[config.mk]
export PLATFORM = sky130hd
export DESIGN_NAME = carry_resolve
export DESIGN_NICKNAME = d
export VERILOG_FILES = /design/src/rtl/carry_resolve.sv
export SDC_FILE = /design/constraint.sdc
export NUM_CORES = 1
export LEC_CHECK = 0
export ABC_AREA = 1
export CORE_MARGIN = 3
export CORE_UTILIZATION = 35
export CTS_CLUSTER_SIZE = 10
export DETAILED_ROUTE_END_ITERATION = 16
export DONT_BUFFER_PORTS = 1
export PLACE_DENSITY = 0.52
export SYNTH_ARGS = -nofsm -noshare
export SYNTH_HDL_FRONTEND = slang
export SYNTH_SLANG_ARGS = --single-unit
[constraint.sdc]
create_clock -name clk -period 26.1 [get_ports clk]
set_input_delay 5.22 -clock clk [delete_from_list [all_inputs] [get_ports clk]]
set_output_delay 5.22 -clock clk [all_outputs]
set_load 0.01 [all_outputs]
[src/rtl/carry_resolve.sv]
// carry_resolve
// -------------
// Converts one redundant polynomial word (ADD_DIV limbs, each LIMB_W+CARRY_W
// bits wide, as produced by cmul) into canonical LIMB_W-bit limbs. The carry
// ripples serially from limb 0 upward, resolving one limb per clock.
//
// Ports
//   clk         sole clock, rising edge
//   rst         asynchronous, active-high reset
//   din_valid   din holds a valid redundant word
//   din_ready   block accepts a word this cycle (IDLE only)
//   din         ADD_DIV redundant limbs, limb i at [i*(LIMB_W+CARRY_W) +: LIMB_W+CARRY_W]
//   dout_valid  dout/carry_out hold a resolved word (DONE only)
//   dout_ready  consumer takes dout this cycle
//   dout        canonical word, limb i at [i*LIMB_W +: LIMB_W]
//   carry_out   carry out of the top limb (CARRY_W+1 bits)
//
// Handshake: a transfer happens on a rising edge where valid and ready are
// both 1. din is sampled only in IDLE, and dout is held unchanged from the
// start of DONE until its transfer. The state register is the typed enum
// 'state' and is visible hierarchically for debug.
//
// Result: dout + carry_out * 2^(ADD_DIV*LIMB_W) == sum_i din[i] * 2^(i*LIMB_W)

module carry_resolve #(
  parameter int ADD_DIV = 4,
  parameter int LIMB_W  = 64,
  parameter int CARRY_W = 2
) (
  input  logic                                clk,
  input  logic                                rst,
  input  logic                                din_valid,
  output logic                                din_ready,
  input  logic [ADD_DIV*(LIMB_W+CARRY_W)-1:0] din,
  output logic                                dout_valid,
  input  logic                                dout_ready,
  output logic [ADD_DIV*LIMB_W-1:0]           dout,
  output logic [CARRY_W:0]                    carry_out
);

  localparam int IN_W  = LIMB_W + CARRY_W;
  localparam int SUM_W = IN_W + 1;
  localparam int IDX_W = (ADD_DIV > 1) ? $clog2(ADD_DIV) : 1;
  localparam logic [IDX_W-1:0] LAST_IDX = IDX_W'(ADD_DIV - 1);

  typedef enum logic [1:0] {
    IDLE = 2'd0,
    PROP = 2'd1,
    DONE = 2'd2
  } state_t;

  state_t            state;
  state_t            state_nxt;

  logic [IN_W-1:0]   limb_q [ADD_DIV];
  logic [LIMB_W-1:0] res_q  [ADD_DIV];
  logic [IDX_W-1:0]  idx;
  // Worst-case carry is 2^CARRY_W, which needs CARRY_W+1 bits.
  logic [CARRY_W:0]  carry;
  logic [SUM_W-1:0]  sum;
  logic              accept;
  logic              last;

  assign accept = (state == IDLE) && din_valid;
  assign last   = (idx == LAST_IDX);
  // Largest sum is (2^IN_W - 1) + 2^CARRY_W, which fits in IN_W+1 bits.
  assign sum    = SUM_W'(limb_q[idx]) + SUM_W'(carry);

  // ---------------- FSM ----------------
  always_ff @(posedge clk or posedge rst) begin
    if (rst) begin
      state <= IDLE;
    end else begin
      state <= state_nxt;
    end
  end

  always_comb begin
    state_nxt  = state;
    din_ready  = 1'b0;
    dout_valid = 1'b0;
    unique case (state)
      IDLE: begin
        din_ready = 1'b1;
        if (din_valid) begin
          state_nxt = PROP;
        end
      end
      PROP: begin
        if (last) begin
          state_nxt = DONE;
        end
      end
      DONE: begin
        dout_valid = 1'b1;
        if (dout_ready) begin
          state_nxt = IDLE;
        end
      end
      default: begin
        state_nxt = IDLE;
      end
    endcase
  end

  // ---------------- Datapath ----------------
  always_ff @(posedge clk or posedge rst) begin
    if (rst) begin
      idx   <= '0;
      carry <= '0;
      for (int i = 0; i < ADD_DIV; i++) begin
        limb_q[i] <= '0;
        res_q[i]  <= '0;
      end
    end else if (accept) begin
      for (int i = 0; i < ADD_DIV; i++) begin
        limb_q[i] <= din[i*IN_W +: IN_W];
      end
      idx   <= '0;
      carry <= '0;
    end else if (state == PROP) begin
      res_q[idx] <= sum[LIMB_W-1:0];
      carry      <= sum[SUM_W-1:LIMB_W];
      // Wraps (or runs past the last limb) after the final limb; it is
      // cleared again when the next word is accepted.
      idx        <= idx + 1'b1;
    end
  end

  // res_q and carry are untouched in DONE, so dout/carry_out hold stable.
  for (genvar g = 0; g < ADD_DIV; g++) begin : g_dout
    assign dout[g*LIMB_W +: LIMB_W] = res_q[g];
  end

  assign carry_out = carry;

endmodule

Yosys cells after proc, flatten, opt, wreduce, memory -nomap -nowiden --
Index checks and enable logic that the tools add are counted.
Operators by class: mux-type cells 16, $add $sub $neg 2, order comparisons 2, equal/unequal tests 6, bitwise logic cells 2, reductions and logical operators 6
Operators by type and width (number):
- 256-bit bitwise mux | 1
- 66-bit binary-select mux with 2-bit select | 1
- 66-bit two-way mux | 2
- 64-bit demux with 2-bit select | 1
- 66-bit by 3-bit adder with 67-bit output | 1
- 64-bit two-way mux | 1
- 2-bit two-way mux | 5
- 3-bit two-way mux | 2
- 2-bit != test (second input constant) | 3
- 2-bit case mux with 3 select lines | 1
- 2-bit == test (second input constant) | 2
- 3-bit >= comparator (second input constant) | 1
- 3-bit by 1-bit < comparator with 1-bit output (second input constant) | 1
- 2-bit inverter with 3-bit output | 1
- 3-bit AND reduction | 1
- 2-bit by 1-bit adder with 2-bit output (second input constant) | 1
- 2-bit by 1-bit == test with 1-bit output (second input constant) | 1
- 1-bit logical AND | 2
- 2-bit logical NOT | 1
- 1-bit two-way mux | 2
- 2-bit AND reduction | 1
- 2-bit nonzero test | 1
- 1-bit inverter | 1
Storage, ports and cells: logic and storage cells 45, output and inout port bits 261, input bits 268, bits in registers 527

Longest topological paths before layout --
depth after elaboration 7, depth in mapped cells 21, gate-level depth less buffers 17

Worst setup path before layout --
No wires, ideal clock.
path kind input to register, start point input din_valid, end point register limb_q[10] (netlist bit), arrival 6.082 ns, stages on the path 6, required time 26.034 ns, setup time 0.066 ns, setup slack 19.952 ns, path buffers 2, cells stage by stage nand2_1 > inv_1 > clkbuf_1 > clkbuf_1 > nand2_1 > nand2_1
On the way: word-level cells in the longest chain between the ends 1
Ends and longest elaborated chain:
- from (decl) | RTL line 32 | input logic din_valid,
- 1-bit logical AND | RTL line 64 | assign accept = (state == IDLE) && din_valid;
- to (signal, indexed assignment) | RTL line 117 | limb_q[i] <= din[i*IN_W +: IN_W];
- to (decl) | RTL line 55 | logic [IN_W-1:0] limb_q [ADD_DIV];
Every way passes these cells. A chain may end at the register's enable or synchronous reset.

==> results.yml <==
clocking:
  clk-insertion-delay-late_ns: 0.60
  clockBufferDepth: 3
  cts-root-buf: "clkbuf_16"
  cts_tree: "built"
  cts.clk_slew.worst_paths_ns: 0.05
  cts.sinks: 527
  cts_buffers: 66
  h-tree-depth: 3
  cts-hold-fix-buffers: 0
  post_cts_resized: 0
  post_cts_buffers: 0
run:
  cap_violations: 0
sta:
  min_period_ns: 7.860
  period_share: 0.3011
  finClkSkew_ns: 0.02216
  worst_pin_slew_ns: 1.094
  fin_tns_setup_ns: 0
  setup_viol: 0
  slew_headroom: 0.2704
  max_freq_ghz: 0.1272
  hold_viol: 0
  rsz0062_at_grt: "false"
  final_max_slew_viol_count: 0
floorplan:
  die_w_um: 268.8
  ios: 529
  die-area_sq_mm: 0.07226
  core_sq_mm: 0.06775
  rows: 95
  start_util: 0.3568
  die_h_um: 268.8
synth:
  netlist.area_leader.share: 0.5455
  synth-edff-count: 0
  synthMostInstantiatedCell: "nand2_1"
  synth_flop_cell: "dfrtp_1"
  yosysWarningCount: 0
  async_flop_share: 1.000
  synth.distinct_cells: 37
  ys_ff_latch: 527
  synth.avg_cell_area_sq_um: 7.628
  synth_top_area_cell: "dfrtp_1"
  ys_seq_area_frac: 0.5455
  synth_area_leaders: "dfrtp_1 (55%), nand2_1 (29%), nand3_1 (4.7%)"
  synth_nets: 3445
  synthTopCellsByCount: "nand2_1 (1839), dfrtp_1 (527), nand3_1 (229)"
  synth.cell_area_sq_mm: 0.02417
  syn_inst: 3169
power:
  ir_worst_vdd_mv: 0.1178
  p_leak_nw: 13.74
  p_per_area_mw_per_mm2: 148.8
routing:
  wire_per_inst_um: 21.66
  dr.first_iter.drc_count: 1629
  viasPerCell: 5.074
  wirelength_mm: 86.85
  antenna_left: 0
  drt_first_pass_iters: 5
  via_count: 20341
  drc: 0
global_routing:
  grt_usage: 0.2364
  gr-total-overflow: 0
  grt_pass1_wl_mm: 128.0
  grt_max_degree: 172
  grt_pass1_vias: 19978
  antenna_found_initial: 11
finish:
  drive_gt1_frac: 0.05497
  fin_nets: 3381
  fin_util: 0.3946
  area_growth_pct: 10.61
placement:
  hpwl_mm: 62.40
  io_buffers: 0
  routabilityCongestion: 0.9251
min_path:
  hold_class: "register to register"
  hp-start: "limb_q[66]"
outcome:
  status: "finished clean"
critical_path:
  critPathMaxFanout: 139
  cp-start-kind: "primary input"
  cp-startpoint: "rst"
  worst_ep_arrival_time_ns: 8.46
  cp.required_ns: 26.70
  end_kind: "asynchronous set/reset pin"
  rr_startpoint: "idx[0]"
  path_class: "primary input to asynchronous set/reset pin"
flip-flops by register name, indices dropped and copies added, names as in the netlist:
signal,flops
dout,256
limb_q,264
state,2
idx,2
carry_out,3
report_power, final:
group | switching, mW | leakage, nW | internal, mW
Clock | 0.347 | 0.944 | 0.499
Combinational | 1.15 | 6.18 | 0.413
Sequential | 0.374 | 6.62 | 1.20
layout by cell type (no fill, tap or decap), types with 2 or more instances in the layout:
| cell | synthesis | layout |
|---|---|---|
| buf_4 | 13 | 21 |
| nor2_4 | 11 | 12 |
| bufinv_16 | 0 | 2 |
| clkinv_1 | 4 | 4 |
| diode_2 | 0 | 7 |
| xor2_1 | 13 | 13 |
| clkinv_2 | 0 | 2 |
| dfrtp_1 | 527 | 525 |
| nand4_1 | 10 | 10 |
| clkbuf_16 | 0 | 68 |
| nand3_1 | 229 | 229 |
| nand2_1 | 1839 | 1835 |
| inv_8 | 0 | 2 |
| nor2_1 | 143 | 142 |
| o22ai_1 | 3 | 3 |
| o21ai_0 | 81 | 81 |
| nand3b_1 | 3 | 3 |
| clkbuf_1 | 101 | 11 |
| nand2_4 | 0 | 4 |
| dfrtp_4 | 0 | 2 |
| xor2_2 | 6 | 6 |
| ha_1 | 7 | 7 |
| o21ai_1 | 14 | 14 |
| nor2_2 | 22 | 22 |
| inv_1 | 67 | 64 |
| clkinv_8 | 0 | 3 |
| inv_2 | 5 | 6 |
| nand2_2 | 10 | 10 |
| clkbuf_8 | 0 | 3 |
| xnor2_1 | 9 | 9 |
final cells by class:
class                           count  area, sq um
Antenna cell                        7        17.52
Clock buffer                       82         1784
Clock inverter                     10        155.1
Fill cell                        7100        41020
Inverter                           77        309.0
Multi-Input combinational cell   2412        10030
Sequential cell                   527        13200
Tap cell                          873         1092
Timing Repair Buffer               21        157.7
logic make-up after synthesis:
| logic type | Yosys count | share of synthesized area |
|---|---|---|
| compound gates | 105 | 0.02319 |
| xor+xnor | 28 | 0.01201 |
| fa+ha+maj | 8 | 0.004451 |
| buf+inv | 230 | 0.04125 |
| flops | 527 | 0.5455 |
| simple gates | 2271 | 0.3736 |
worst max-delay path: stages:
cell	delay, ns
inv_8	0.56
buf_4	0.76
buf_4	0.78
buf_4	0.81
layer usage:
metal / track usage / vias up / part of all wire
met5: 0 / - / 0.00083
met4: 0.07476 / 10 / 0.031
met3: 0.07911 / 146 / 0.089
met2: 0.3653 / 704 / 0.45
met1: 0.3144 / 9813 / 0.43
li1: - / 9668 / -
worst paths after layout:
| path | to | cells after the start | slack (ns) |
|---|---|---|---|
| min in group asynchronous | dout[10] | 1 | 4.63 |
| hold / removal | limb_q[66] | 2 | 0.47 |
| setup reg to reg | dout[97] | 14 | 21.39 |
| hold reg to reg | limb_q[66] | 2 | 0.47 |
| setup / recovery | limb_q[54] | 4 | 18.24 |
| max in group clk | limb_q[185] | 5 | 18.79 |
through the flow:
step	setup slack, ns	power [mW]	instance area (sq um)	instances	hold WS, ns
6_report	18.24	3.979	26740	4009	0.4733
5_1_grt	17.71	4.289	26730	4005	0.4885
4_1_cts	18.12	4.022	26720	4002	0.4763
3_5_place_dp	17.47	3.154	24780	3910	0.4607
3_3_place_gp	17.62	3.119	24780	3910	0.4612
2_1_floorplan	6.155	2.546	24170	3169	0.4436
(Power assumes the default switching activity.)
